<file path="config.mk">
export PLATFORM = sky130hd
export DESIGN_NAME = ahblite_gpio_irq
export DESIGN_NICKNAME = d
export VERILOG_FILES = /design/src/rtl/gpio_pkg.sv /design/src/rtl/gpio_sync_edge.sv /design/src/rtl/ahblite_gpio_irq.sv
export SDC_FILE = /design/constraint.sdc
export NUM_CORES = 1
export LEC_CHECK = 0
export ABC_AREA = 1
export BUFFER_PORTS_ARGS = -buffer_cell sky130_fd_sc_hd__buf_4
export CORE_MARGIN = 2
export CORE_UTILIZATION = 40
export DETAILED_ROUTE_END_ITERATION = 7
export SYNTH_ARGS = -nofsm -noshare
export SYNTH_HDL_FRONTEND = slang
export SYNTH_SLANG_ARGS = --single-unit
</file>
<file path="constraint.sdc">
create_clock -name HCLK -period 1.8 [get_ports HCLK]
set_input_delay 0.27 -clock HCLK [delete_from_list [all_inputs] [get_ports HCLK]]
set_output_delay 0.27 -clock HCLK [all_outputs]
set_load 0.1 [all_outputs]
</file>
<file path="src/rtl/gpio_pkg.sv">
// Shared constants for the AHB-Lite GPIO block: byte offsets of every
// register in the map and the value returned for unmapped offsets.
package gpio_pkg;

  localparam logic [7:0] OFS_DIN     = 8'h00;
  localparam logic [7:0] OFS_DOUT    = 8'h04;
  localparam logic [7:0] OFS_DOUTSET = 8'h08;
  localparam logic [7:0] OFS_DOUTCLR = 8'h0C;
  localparam logic [7:0] OFS_DOUTTGL = 8'h10;
  localparam logic [7:0] OFS_PU      = 8'h14;
  localparam logic [7:0] OFS_PD      = 8'h18;
  localparam logic [7:0] OFS_DIR     = 8'h1C;
  localparam logic [7:0] OFS_IM      = 8'h20;
  localparam logic [7:0] OFS_ITYPE   = 8'h24;
  localparam logic [7:0] OFS_IPOL    = 8'h28;
  localparam logic [7:0] OFS_IBOTH   = 8'h2C;
  localparam logic [7:0] OFS_RIS     = 8'h30;
  localparam logic [7:0] OFS_MIS     = 8'h34;
  localparam logic [7:0] OFS_ICR     = 8'h38;

  localparam logic [31:0] RDATA_UNMAPPED = 32'hDEAD_BEEF;

endpackage

</file>
<file path="src/rtl/gpio_sync_edge.sv">
// One-pin input synchroniser followed by a "previous" flop for edge detect.
// Ports:
//   clk_i, rst_ni : clock, asynchronous active-low reset
//   pin_i         : raw asynchronous pin
//   sync_o        : synchronised pin value (chain output)
//   rise_o/fall_o : one-cycle pulses when sync_o differs from its previous value
module gpio_sync_edge #(
  parameter int unsigned SYNC_STAGES = 2
) (
  input  logic clk_i,
  input  logic rst_ni,
  input  logic pin_i,
  output logic sync_o,
  output logic rise_o,
  output logic fall_o
);

  logic [SYNC_STAGES-1:0] chain_q;
  logic                   prev_q;

  always_ff @(posedge clk_i or negedge rst_ni) begin
    if (!rst_ni) begin
      chain_q <= '0;
      prev_q  <= 1'b0;
    end else begin
      chain_q <= {chain_q[SYNC_STAGES-2:0], pin_i};
      prev_q  <= chain_q[SYNC_STAGES-1];
    end
  end

  assign sync_o = chain_q[SYNC_STAGES-1];
  assign rise_o = sync_o & ~prev_q;
  assign fall_o = ~sync_o & prev_q;

endmodule

</file>
<file path="src/rtl/ahblite_gpio_irq.sv">
// AHB-Lite GPIO slave with per-pin level/edge interrupts.
// Ports:
//   HCLK, HRESETn             : clock, asynchronous active-low reset
//   HSEL..HWDATA              : AHB-Lite slave address/data-phase inputs
//   HRDATA, HREADYOUT, HRESP  : read data, always-ready, always-OKAY
//   GPIODIN                   : raw asynchronous pins
//   GPIODOUT/PU/PD/DIR        : pin output value, pull-up, pull-down, direction
//   IRQ, IRQ_ANY              : per-pin masked status and its OR
module ahblite_gpio_irq
  import gpio_pkg::*;
#(
  parameter int unsigned WIDTH       = 16,
  parameter int unsigned SYNC_STAGES = 2
) (
  input  logic             HCLK,
  input  logic             HRESETn,
  input  logic             HSEL,
  input  logic [6:2]       HADDR,
  input  logic             HREADY,
  input  logic             HWRITE,
  input  logic [1:0]       HTRANS,
  input  logic [2:0]       HSIZE,
  input  logic [31:0]      HWDATA,
  output logic [31:0]      HRDATA,
  output logic             HREADYOUT,
  output logic [1:0]       HRESP,
  input  logic [WIDTH-1:0] GPIODIN,
  output logic [WIDTH-1:0] GPIODOUT,
  output logic [WIDTH-1:0] GPIOPU,
  output logic [WIDTH-1:0] GPIOPD,
  output logic [WIDTH-1:0] GPIODIR,
  output logic [WIDTH-1:0] IRQ,
  output logic             IRQ_ANY
);

  logic       sel_q, write_q, trans_q;
  logic [4:0] addr_q;

  logic [WIDTH-1:0] dout_q, dout_d, pu_q, pd_q, dir_q;
  logic [WIDTH-1:0] im_q, itype_q, ipol_q, iboth_q;
  logic [WIDTH-1:0] edge_q, edge_d;
  logic [WIDTH-1:0] sync, rise, fall;
  logic [WIDTH-1:0] edge_set, edge_clr, level, ris, mis, wdata;

  logic       dphase, wr_en;
  logic [7:0] ofs;

  // Every access is a full word; size, sequential/non-seq and high data bits are don't-care.
  logic unused_bits;
  assign unused_bits = ^{HSIZE, HTRANS[0], HWDATA};

  for (genvar g = 0; g < WIDTH; g++) begin : g_pin
    gpio_sync_edge #(.SYNC_STAGES(SYNC_STAGES)) u_sync (
      .clk_i (HCLK),
      .rst_ni(HRESETn),
      .pin_i (GPIODIN[g]),
      .sync_o(sync[g]),
      .rise_o(rise[g]),
      .fall_o(fall[g])
    );
  end

  assign dphase = sel_q & trans_q;
  assign wr_en  = dphase & write_q;
  assign ofs    = {1'b0, addr_q, 2'b00};
  assign wdata  = HWDATA[WIDTH-1:0];

  always_comb begin
    dout_d = dout_q;
    if (wr_en) begin
      case (ofs)
        OFS_DOUT:    dout_d = wdata;
        OFS_DOUTSET: dout_d = dout_q | wdata;
        OFS_DOUTCLR: dout_d = dout_q & ~wdata;
        OFS_DOUTTGL: dout_d = dout_q ^ wdata;
        default:     dout_d = dout_q;
      endcase
    end
  end

  // Sticky edge status: a new event always wins over a same-cycle clear.
  // Rewriting ITYPE drops status of every bit whose mode actually changes.
  always_comb begin
    edge_set = itype_q & ~dir_q &
               ((iboth_q & (rise | fall)) |
                (~iboth_q & ipol_q & rise) |
                (~iboth_q & ~ipol_q & fall));
    edge_clr = '0;
    if (wr_en && ofs == OFS_ICR)   edge_clr = wdata;
    if (wr_en && ofs == OFS_ITYPE) edge_clr = wdata ^ itype_q;
    edge_d = edge_set | (edge_q & ~edge_clr);
  end

  always_ff @(posedge HCLK or negedge HRESETn) begin
    if (!HRESETn) begin
      sel_q   <= 1'b0;
      write_q <= 1'b0;
      trans_q <= 1'b0;
      addr_q  <= '0;
      dout_q  <= '0;
      pu_q    <= '0;
      pd_q    <= '0;
      dir_q   <= '0;
      im_q    <= '0;
      itype_q <= '0;
      ipol_q  <= '0;
      iboth_q <= '0;
      edge_q  <= '0;
    end else begin
      sel_q   <= HSEL & HREADY;
      write_q <= HWRITE;
      trans_q <= HTRANS[1];
      addr_q  <= HADDR;
      dout_q  <= dout_d;
      edge_q  <= edge_d;
      if (wr_en) begin
        case (ofs)
          OFS_PU:    pu_q    <= wdata;
          OFS_PD:    pd_q    <= wdata;
          OFS_DIR:   dir_q   <= wdata;
          OFS_IM:    im_q    <= wdata;
          OFS_ITYPE: itype_q <= wdata;
          OFS_IPOL:  ipol_q  <= wdata;
          OFS_IBOTH: iboth_q <= wdata;
          default: ;
        endcase
      end
    end
  end

  assign level = ~(sync ^ ipol_q) & ~dir_q;
  assign ris   = (itype_q & edge_q) | (~itype_q & level);
  assign mis   = ris & im_q;

  always_comb begin
    HRDATA = '0;
    if (dphase) begin
      case (ofs)
        OFS_DIN:     HRDATA = 32'(sync);
        OFS_DOUT:    HRDATA = 32'(dout_q);
        OFS_DOUTSET: HRDATA = '0;
        OFS_DOUTCLR: HRDATA = '0;
        OFS_DOUTTGL: HRDATA = '0;
        OFS_PU:      HRDATA = 32'(pu_q);
        OFS_PD:      HRDATA = 32'(pd_q);
        OFS_DIR:     HRDATA = 32'(dir_q);
        OFS_IM:      HRDATA = 32'(im_q);
        OFS_ITYPE:   HRDATA = 32'(itype_q);
        OFS_IPOL:    HRDATA = 32'(ipol_q);
        OFS_IBOTH:   HRDATA = 32'(iboth_q);
        OFS_RIS:     HRDATA = 32'(ris);
        OFS_MIS:     HRDATA = 32'(mis);
        OFS_ICR:     HRDATA = '0;
        default:     HRDATA = RDATA_UNMAPPED;
      endcase
    end
  end

  assign HREADYOUT = 1'b1;
  assign HRESP     = 2'b00;
  assign GPIODOUT  = dout_q;
  assign GPIOPU    = pu_q;
  assign GPIOPD    = pd_q;
  assign GPIODIR   = dir_q;
  assign IRQ       = mis;
  assign IRQ_ANY   = |mis;

endmodule

</file>
# [Yosys cells after proc, flatten, opt, wreduce, memory -nomap -nowiden]
# Index checks and enable logic that the tools add are counted.
[totals] ff_bits=200 input_bits=63
[op_classes] reduce_logical=14 n_eq_ne=14 bitwise=96 n_mux=5
[op_table] op="one-hot mux 32 bit (12 select lines)" count=1
[op_table] op="bitwise AND 16 bit" count=13
[op_table] op="NOT 16 bit" count=7
[op_table] op="OR 16 bit" count=6
[op_table] op="one-hot mux 16 bit (4 select lines)" count=1
[op_table] op="XOR 16 bit" count=3
[op_table] op="bitwise AND 1 bit" count=35
[op_table] op="== test 5 x 4 -> 1 bit (second input constant)" count=7
[op_table] op="two-way mux 16 bit" count=2
[op_table] op="two-way mux 32 bit" count=1
[op_table] op="NOT 1 bit" count=32
[op_table] op="== test 5 x 3 -> 1 bit (second input constant)" count=4
[op_table] op="AND reduction 2 bit" count=8
[op_table] op="OR reduction 16 bit" count=1
[op_table] op="== test 5 x 2 -> 1 bit (second input constant)" count=2
[op_table] op="zero test 8 bit" count=1
[op_table] op="== test 5 x 1 -> 1 bit (second input constant)" count=1
[op_table] op="nonzero test 4 bit" count=1
[op_table] op="OR reduction 4 bit" count=1
[op_table] op="logical AND 1 bit" count=2

# [Longest topological paths before layout]
# Gate-level depths: netlist of the first run.
[depth] word_depth=8 mapped_depth=12 depth_no_buf=11

# [By module]
# A second synthesis of the first run with hierarchy kept.
[unflattened] cells_unflattened=1490 hier_area_um2=10961.8
[modules_own_cells] mod="ahblite_gpio_irq" n_inst=1 seq_area_each_um2=3803.6 cells_per_inst=1378 area_per_inst_um2=9520.4
[modules_own_cells] mod="gpio_sync_edge" n_inst=16 seq_area_each_um2=75.1 cells_per_inst=7 area_per_inst_um2=90.1

# [Least setup slack after synthesis of the first run]
# Ideal clock, no wire load.
[synth_timing] kind="flip-flop to output port" startpoint="reg addr_q[0]" endpoint="out HRDATA[0]" slack_ns=-1.899 path_stages_with_launch=6 arrival_time_ns=3.429 path_cell_list="dfrtp_1 buf_2 a41oi_2 nor2_1 inv_1 nand2_1"
[synth_between] elab_chain_len=4 word_cells_on_any_way=18 classes_between="14 x eq/ne; 2 x mux; 2 x reduce/logical"
[synth_rtl] element="from (decl)" line="ahblite_gpio_irq.sv:37" text="logic [4:0] addr_q;"
[synth_rtl] element="from (signal assigned)" line="ahblite_gpio_irq.sv:99" text="addr_q <= '0;"
[synth_rtl] element="from (signal assigned)" line="ahblite_gpio_irq.sv:113" text="addr_q <= HADDR;"
[synth_rtl] element="== test 5 x 4 -> 1 bit (tied with other cells)" line="ahblite_gpio_irq.sv:138" text="case (ofs)"
[synth_rtl] element="OR reduction 4 bit (no line)"
[synth_rtl] element="one-hot mux 32 bit (12 select lines) *" line="ahblite_gpio_irq.sv:138"
[synth_rtl] element="two-way mux 32 bit *" line="ahblite_gpio_irq.sv:137" text="if (dphase) begin"
[synth_rtl] element="to (decl)" line="ahblite_gpio_irq.sv:24" text="output logic [31:0] HRDATA,"
# Every way passes the cells marked *; elsewhere a longest branch is shown, timed or not.

# [Worst setup path after layout of the first run]
[layout_timing] startpoint="reg addr_q[1]" endpoint="out HRDATA[5]"
# The elaborated chain is that of the path after synthesis.

==> results_dict.tcl, run 1 <==
set metrics [dict create \
    status "finished with violations" \
    violations "setup timing" \
    gp_congestion 0.921 \
    start_util_pct 40.4 \
    clock_path_buffers 2 \
    layout_commonest_cell "nand2_1" \
    clkTransAtPathRegs_ns 0.08 \
    overflow 0 \
    skew_ns 0.0184 \
    crit_fanout 8 \
    rows 61 \
    drc 0 \
    die_h_um 171 \
    grt_pass1_vias 11400 \
    yosys_register_bits 200 \
    path_class "register to output pin" \
    setup_slack_ns -0.745 \
    avgViaCountPerCell 5.20 \
    grt_antenna_before_repair 0 \
    dpl.cell_count 2137 \
    die_w_um 171 \
    core-area_mm2 0.0276 \
    yosys.area.top_type "dfrtp_1" \
    layout_common_cells "460 x nand2_1, 282 x buf_4, 156 x dfrtp_1" \
    hold_viol 0 \
    postRouteAntennaNets 0 \
    io-pin-count 179 \
    clk-insertion-delay-late_ns 0.46 \
    wl_per_cell_um 19.1 \
    io_buffers 150 \
    cts-buffers-inserted 17 \
    rsz0062_at_grt "true" \
    syn-instance-count 1493 \
    clock.fmax_mhz 393 \
    area_delta_synth_final_pct 54.9 \
    critPathRequiredTime_ns 1.53 \
    start_kind "register" \
    nets 2000 \
    dieArea_mm2 0.0293 \
    grtUsageTotal_pct 30.1 \
    yosysWarnings 0 \
    hp-class "input port to register" \
    synth_top_area_share_pct 44.8 \
    drt-total-wl_um 43400 \
    htree_levels 4 \
    yosys-top-cells-area "dfrtp_1 45%, nand2_1 18%, ha_1 7.2%, o21ai_0 7.0%, inv_1 4.3%" \
    layout-drive-gt1-share_pct 37.3 \
    yosysUniqueCellTypes 28 \
    fin_crit_sh_pct 141 \
    synth.avg_cell_area_um2 7.48 \
    clockRootBuffer "clkbuf_16" \
    cts_tree "yes" \
    antenna_cells 0 \
    slew_violations 0 \
    dpl.hpwl_um 29400 \
    r2r_slack_ns -0.21 \
    dr_total_vias 11800 \
    setup_viol 92 \
    cts_sinks 200 \
    first_iter_violations 1071 \
    cap_violations 0 \
    grt_pass1_wl_um 65800 \
    p_leak_nw 8.49 \
    syn_area_mm2 0.0112 \
    firstDrtPassIters 7 \
    cp.arrival_ns 2.27 \
    fin_crit_ns 2.54 \
    powerDensity_mw_per_mm2 852 \
    stdcell_count 2264 \
    seq_area_frac_synth_pct 44.8 \
    grt_max_degree 47 \
    dp_slack_ns -0.350 \
    ir_drop_uv 767 \
    endpoint_kind "output pin" \
]
-- critical path, stage by stage (launching register included) --
cell     delay (ns)
dfrtp_1        0.40
buf_6          0.14
nor2_4         0.13
nand2_4        0.12
buf_12         0.14
nor2_4         0.11
buf_12         0.16
nand2_2        0.05
nand2_1        0.06
nor2_1         0.04
nand3_1        0.08
nor2_2         0.06
nor2_4         0.15
buf_12         0.19
-- where the power goes --
group          internal (mW)  total, mW  switching, mW
Clock                   2.11       4.11           1.99
Combinational           1.65       5.24           3.59
Sequential              4.90       5.38          0.476
Total                   8.67       14.7           6.06
-- worst paths after layout --
kind,start,to,cells after the start
setup / recovery,addr_q[1]$_DFF_PN0_,HRDATA[5],13
hold / removal,HSEL,sel_q$_DFF_PN0_,3
setup reg to reg,addr_q[1]$_DFF_PN0_,edge_q[10]$_DFF_PN0_,14
hold reg to reg,g_pin[8].u_sync.chain_q[0]$_DFF_PN0_,g_pin[8].u_sync.chain_q[1]$_DFF_PN0_,0
max in group asynchronous,HRESETn,GPIODIR[6]$_DFFE_PN0P_,3
min in group asynchronous,HRESETn,g_pin[3].u_sync.chain_q[1]$_DFF_PN0_,2
-- Yosys cell counts --
cell type	count
nand2_2	2
nor2_2	7
inv_2	2
nor2_1	122
a21oi_1	44
buf_2	15
a41oi_2	1
clkbuf_1	26
o211ai_1	11
nor3_2	1
clkbuf_2	1
conb_1	2
nand3_1	75
inv_1	129
o21ai_4	1
inv_4	1
ha_1	64
nor2_4	2
a211oi_1	16
buf_6	1
nand2_1	533
nand4_1	34
o21ai_1	3
buf_4	25
clkinv_1	17
nor2_8	1
o21ai_0	157
dfrtp_1	200
-- what timing repair did --
item,in CTS,in global routing
gates resized for setup,312,141
cloned,4,0
pin swaps,60,69
hold buffers,24,0
buffers inserted,53,26
setup endpoints to repair,100,119
endpoints found under the hold margin,61,0
-- layer usage --
| metal | GRT usage (%) | wire (µm) | up-vias |
|---|---|---|---|
| met5 | 0 | 0 | - |
| met4 | 12.4 | 1980 | 0 |
| met3 | 4.67 | 3080 | 125 |
| met2 | 49.2 | 20200 | 521 |
| met1 | 39.8 | 18100 | 5603 |
| li1 | - | - | 5523 |
-- flip-flops by register name, summed over array words and instances, names as in the netlist --
register,count
GPIODOUT,16
itype_q,16
GPIOPD,16
iboth_q,16
addr_q,5
g_pin.u_sync.prev_q,16
im_q,16
ipol_q,16
sel_q,1
GPIODIR,16
g_pin.u_sync.chain_q,32
edge_q,16
trans_q,1
write_q,1
GPIOPU,16
-- cell families after synthesis --
group | count (synthesis) | share of synthesized area [%]
AO/OA/AOI/OAI | 233 | 11.3
adder cells (fa/ha/maj) | 64 | 7.17
flip-flops | 200 | 44.8
AND/OR/NAND/NOR | 777 | 28.3
buffers and inverters | 217 | 8.41
other | 2 | 0.0673
-- through the flow --
stage / setup TNS, ns / instance area [µm²] / total power [mW] / utilization, % / hold WS [ns]
after CTS: -25.59 / 16700 / 14.6 / 60.5 / 0.0122
after floorplan: -7.95 / 11600 / 8.41 / - / -0.0256
after global routing: -31.38 / 17300 / 15.3 / 62.6 / 0.0298
after detailed placement: -11.96 / 14400 / 9.89 / 52.1 / 0.205
final: -24.71 / 17300 / 14.7 / 62.6 / 0.0291
after global placement: -11.12 / 14400 / 9.84 / 52.1 / 0.210
-- layout make-up --
cell class | instances | area [µm²]
inverter | 149 | 636
fill | 2367 | 10300
timing repair buffer | 423 | 4370
sequential | 200 | 5090
clock inverter | 15 | 179
clock buffer | 17 | 425
multi-input combinational | 1082 | 6120
tap | 378 | 473
(Power assumes the default switching activity.)
==> run 2, diff against run 1 <==
--- a/config.mk
+++ b/config.mk
@@ -6,10 +6,10 @@
 export NUM_CORES = 1
 export LEC_CHECK = 0
 export ABC_AREA = 1
-export BUFFER_PORTS_ARGS = -buffer_cell sky130_fd_sc_hd__buf_4
 export CORE_MARGIN = 2
 export CORE_UTILIZATION = 40
 export DETAILED_ROUTE_END_ITERATION = 7
+export DONT_BUFFER_PORTS = 1
 export SYNTH_ARGS = -nofsm -noshare
 export SYNTH_HDL_FRONTEND = slang
 export SYNTH_SLANG_ARGS = --single-unit
==> run 2 against run 1 <==
The flow finishes with violations (hold timing, setup timing). Via count increased by 0.37%. Wire length grew 0.45%. Global-route usage down 1.1 points. Non-clock buffer count decreased by 41. Flip-flop and latch count stayed put. Highest routed layer unchanged. Combinational power shrank 2%. Die area stayed put. Core utilization increased by 0.34 points. Register-to-register slack got worse by 0.04 ns.
==> results_dict.tcl, run 2 (same netlist as run 1, synthesis figures left out) <==
set metrics [dict create \
    status "finished with violations" \
    violations "hold timing, setup timing" \
    fin_crit_ns 2.57 \
    cp.arrival_ns 2.30 \
    avgViaCountPerCell 5.31 \
    antenna_cells 0 \
    crit_chain "buf_6, nor2_4, buf_6, nand2_4, nor2_1, buf_6, nand2_2, nand2_2, nor2_2, nand3_2, nor2_2, nor2_4, buf_12" \
    grt_antenna_before_repair 0 \
    drt-total-wl_um 43600 \
    stdcell_count 2223 \
    grt_pass1_vias 11100 \
    postPlaceCellArea_mm2 0.0142 \
    clkTransAtPathRegs_ns 0.08 \
    postRouteAntennaNets 0 \
    cpMostUsedCell "buf_6" \
    htree_levels 4 \
    fin_tns_setup_ns -28.00 \
    cp_top_family "simple AND/OR/NAND/NOR gates" \
    dp_slack_ns -0.319 \
    gp_congestion 0.928 \
    reg2reg_depth 16 \
    area_delta_synth_final_pct 55.7 \
    p_leak_nw 8.43 \
    cpPeakStageDelay_ns 0.40 \
    die_h_um 171 \
    holdWs_ns -0.497 \
    nets 1959 \
    crit_path_top_delay_cell "dfrtp_1" \
    num-fill-cells 2296 \
    dpl.cell_count 2060 \
    cts-buffers-inserted 17 \
    io_buffers 0 \
    first_iter_violations 1060 \
    final_area_mm2 0.0174 \
    cts_tree "yes" \
    grt_max_degree 201 \
    layout_common_cells "410 x nand2_1, 205 x buf_4, 152 x dfrtp_1" \
    top_register "g_pin.u_sync.chain_q" \
    cts_sinks 200 \
    slew_violations 0 \
    ir_drop_uv 733 \
    firstDrtPassIters 6 \
    clock_path_buffers 2 \
    crit_buf_inv 4 \
    critPathRequiredTime_ns 1.53 \
    setup_viol 108 \
    hold_viol 200 \
    cp.depth 13 \
    layout_commonest_cell "nand2_1" \
    skew_ns 0.0164 \
    fin_crit_sh_pct 143 \
    ctsHoldBuffers 41 \
    rows 61 \
    wl_per_cell_um 19.6 \
    dpl.hpwl_um 28100 \
    dr_total_vias 11800 \
    hp-class "input port to async pin" \
    clock.fmax_mhz 389 \
    crit_fanout 6 \
    overflow 0 \
    powerDensity_mw_per_mm2 834 \
    endpoint_kind "output pin" \
    drc 0 \
    layout-drive-gt1-share_pct 39.6 \
    die_w_um 171 \
    clockRootBuffer "clkbuf_16" \
    core-area_mm2 0.0276 \
    start_kind "register" \
    io-pin-count 179 \
    start_util_pct 40.4 \
    rsz0062_at_grt "true" \
    largest_reg_flops 32 \
    cap_violations 0 \
    grt_pass1_wl_um 63700 \
    dieArea_mm2 0.0293 \
    setup_slack_ns -0.773 \
    grtUsageTotal_pct 29.0 \
    clk-insertion-delay-late_ns 0.46 \
    path_class "register to output pin" \
]
==> run 2: changes by cell type in the layout (fill, tap and decap cells not counted), moves of 5 or more <==
cell and delta:
o21ai_0 -18, o21ai_2 +18, buf_12 -16, nand3_2 +7
buf_4 -77, nand2_4 +12, buf_6 +30, nand3_1 -8
nand2_2 +36, nand2_1 -50, dlygate4sd3_1 +17, inv_2 +5
==> run 2: where the power goes <==
part / internal, mW / total (mW) / switching, mW
registers: 4.90 / 5.35 / 0.447
logic: 1.61 / 5.15 / 3.55
clock network: 2.02 / 4.00 / 1.98
total: 8.53 / 14.5 / 5.97
==> run 2: timing repair <==
action / 4_1_cts / 5_1_grt
gates resized for setup: 225 / 258
setup buffers: 57 / 42
pin swaps: 82 / 113
hold endpoints to repair: 240 / 200
setup endpoints to repair: 92 / 124
cloned: 5 / 5
==> run 2: final timing paths <==
| check | start | end | slack, ns |
|---|---|---|---|
| setup / recovery | addr_q[1]$_DFF_PN0_ | HRDATA[12] | -0.77 |
| hold / removal | HRESETn | g_pin[3].u_sync.chain_q[1]$_DFF_PN0_ | -0.50 |
| setup reg to reg | g_pin[12].u_sync.chain_q[1]$_DFF_PN0_ | edge_q[12]$_DFF_PN0_ | -0.25 |
| hold reg to reg | g_pin[8].u_sync.chain_q[0]$_DFF_PN0_ | g_pin[8].u_sync.chain_q[1]$_DFF_PN0_ | 0.34 |
| max in group asynchronous | HRESETn | g_pin[10].u_sync.chain_q[1]$_DFF_PN0_ | 1.91 |
| min in group HCLK | HWDATA[3] | GPIODOUT[3]$_DFFE_PN0P_ | 0.02 |
==> run 2: routing by layer <==
metal	GRT usage, %	vias up	part of all wire (%)
li1	-	5436	-
met1	37.9	5669	40
met2	47.5	578	47
met3	6.73	132	8.7
met4	9.40	0	4.4
met5	0	-	0
==> run 2: final cells by class <==
cell class | instances | area [µm²] | share of cell area, %
Timing Repair Buffer | 382 | 4130 | 23.8
Inverter | 149 | 627 | 3.61
Tap cell | 378 | 473 | 2.72
Multi-Input combinational cell | 1082 | 6460 | 37.1
Clock buffer | 18 | 439 | 2.53
Clock inverter | 14 | 159 | 0.914
Sequential cell | 200 | 5100 | 29.3
==> run 2: metrics by stage <==
step	util [%]	power, mW
2_1_floorplan	-	8.41
3_3_place_gp	51.3	9.84
3_5_place_dp	51.3	9.89
4_1_cts	59.3	14.2
5_1_grt	62.9	15.0
6_report	62.9	14.5
==> run 3, diff against run 2 <==
--- a/config.mk
+++ b/config.mk
@@ -10,6 +10,7 @@
 export CORE_UTILIZATION = 40
 export DETAILED_ROUTE_END_ITERATION = 7
 export DONT_BUFFER_PORTS = 1
+export RECOVER_POWER = 100
 export SYNTH_ARGS = -nofsm -noshare
 export SYNTH_HDL_FRONTEND = slang
 export SYNTH_SLANG_ARGS = --single-unit
==> run 3 against run 2 <==
The flow still finishes with violations (hold timing, setup timing). Sequential share of layout area up 0.13 points. Wire length down 0.19%. Power down 0.22%.
==> results_dict.tcl, run 3 (same netlist as run 1, synthesis figures left out) <==
set metrics [dict create \
    dr_total_vias 11800 \
    fin_crit_sh_pct 143 \
    top_register "g_pin.u_sync.chain_q" \
    crit_chain "buf_6, nor2_4, buf_6, nand2_4, nor2_1, buf_6, nand2_2, nand2_2, nor2_2, nand3_2, nor2_2, nor2_4, buf_12" \
    maxSlewHeadroom_pct 57.6 \
    grt_pass1_wl_um 63700 \
    cpMostUsedCell "buf_6" \
    dieArea_mm2 0.0293 \
    tightest_slew_ns 0.636 \
    dpl.cell_count 2060 \
    clk-insertion-delay-late_ns 0.46 \
    drc 0 \
    status "finished with violations" \
    grt_pass1_vias 11100 \
    die_w_um 171 \
    slew_violations 0 \
    setup_slack_ns -0.778 \
    cp.arrival_ns 2.31 \
    first_iter_violations 1134 \
    p_leak_nw 8.40 \
    grtUsageTotal_pct 29.0 \
    rsz0062_at_grt "true" \
    avgViaCountPerCell 5.32 \
    grt_max_degree 201 \
    path_class "register to output pin" \
    hp-class "input port to async pin" \
    setup_viol 108 \
    area_delta_synth_final_pct 55.0 \
    layout-drive-gt1-share_pct 39.2 \
    crit_fanout 6 \
    layout_common_cells "410 x nand2_1, 167 x buf_4, 155 x dfrtp_1" \
    num-fill-cells 2318 \
    start_util_pct 40.4 \
    dpl.hpwl_um 28100 \
    firstDrtPassIters 6 \
    hold_viol 200 \
    htree_levels 4 \
    ctsHoldBuffers 41 \
    reg2reg_depth 16 \
    r2r-start "g_pin[12].u_sync.chain_q[1]$_DFF_PN0_" \
    largest_reg_flops 32 \
    critPathRequiredTime_ns 1.53 \
    stdcell_count 2223 \
    violations "hold timing, setup timing" \
    grt_antenna_before_repair 0 \
    skew_ns 0.0156 \
    clock_path_buffers 2 \
    utilization_pct 62.6 \
    r2r_end "edge_q[12]$_DFF_PN0_" \
    io_buffers 0 \
    clockRootBuffer "clkbuf_16" \
    die_h_um 171 \
    crit_path_top_delay_cell "dfrtp_1" \
    clkTransAtPathRegs_ns 0.08 \
    antenna_cells 0 \
    clock.fmax_mhz 388 \
    r2r_slack_ns -0.29 \
    cap_violations 0 \
    drt-total-wl_um 43500 \
    fin_crit_ns 2.58 \
    core-area_mm2 0.0276 \
    cts_tree "yes" \
    start_kind "register" \
    wl_per_cell_um 19.6 \
    io-pin-count 179 \
    cts-buffers-inserted 17 \
    rows 61 \
    layout_commonest_cell "nand2_1" \
    endpoint_kind "output pin" \
    overflow 0 \
    postRouteAntennaNets 0 \
    cts_sinks 200 \
    powerDensity_mw_per_mm2 836 \
    holdWs_ns -0.501 \
    nets 1959 \
    cpPeakStageDelay_ns 0.40 \
    gp_congestion 0.928 \
    ir_drop_uv 731 \
]
-- run 3: cell types whose count changed in the layout (fill, tap and decap cells not counted), sizes merged --
cell and change:
buf -38, clkbuf +38
-- run 3: worst max path at each step --
stage	slack [ns]	endpoint	depth (start not counted)	start
after floorplan	-0.50	HRDATA[0]	5	addr_q[2]$_DFF_PN0_
after global placement	-0.30	HRDATA[9]	11	addr_q[2]$_DFF_PN0_
after detailed placement	-0.32	HRDATA[9]	11	addr_q[2]$_DFF_PN0_
after CTS	-0.67	HRDATA[8]	12	addr_q[1]$_DFF_PN0_
after global routing	-0.85	HRDATA[12]	13	addr_q[1]$_DFF_PN0_
final	-0.78	HRDATA[12]	13	addr_q[1]$_DFF_PN0_
-- run 3: stage by stage --
step	setup TNS (ns)	setup slack, ns	total power [mW]	cell area, µm²
after CTS	-21.98	-0.675	14.2	16400
after floorplan	-7.95	-0.503	8.41	11600
final	-28.28	-0.778	14.5	17300
after global routing	-36.21	-0.846	15.0	17300
after detailed placement	-11.82	-0.319	9.89	14200
after global placement	-10.49	-0.304	9.84	14200
-- run 3: where the power goes --
group	internal, mW	leakage (nW)	total (mW)	switching [mW]
Clock	2.02	0.297	4.01	1.99
Combinational	1.56	6.12	5.11	3.54
Sequential	4.90	1.99	5.35	0.445
-- run 3: routing by layer --
| metal | share of wire (%) | global-route usage [%] |
|---|---|---|
| met1 | 40 | 37.9 |
| met2 | 47 | 47.5 |
| met3 | 8.3 | 6.73 |
| met4 | 4.2 | 9.40 |
| met5 | 0 | 0 |
-- run 3: critical path: cells and delay by family (launching register included) --
kind	cells	cell delay, ns
AND/OR/NAND/NOR	9	0.81
buffers and inverters	4	0.63
flip-flops	1	0.40
-- run 3: repair_timing --
| action | 4_1_cts | 5_1_grt |
|---|---|---|
| resized for setup | 225 | 258 |
| endpoints found under the setup margin | 92 | 124 |
| pin swaps | 82 | 113 |
| buffers inserted | 57 | 42 |
| cloned | 5 | 5 |
| endpoints found under the hold margin | 240 | 200 |
-- run 3: layout make-up --
class,count,area (µm²),share of cell area (%)
tap,378,473,2.73
clock inverter,14,159,0.919
clock buffer,18,439,2.54
timing repair buffer,382,4050,23.4
multi-input combinational,1082,6460,37.3
sequential,200,5090,29.4
inverter,149,627,3.62
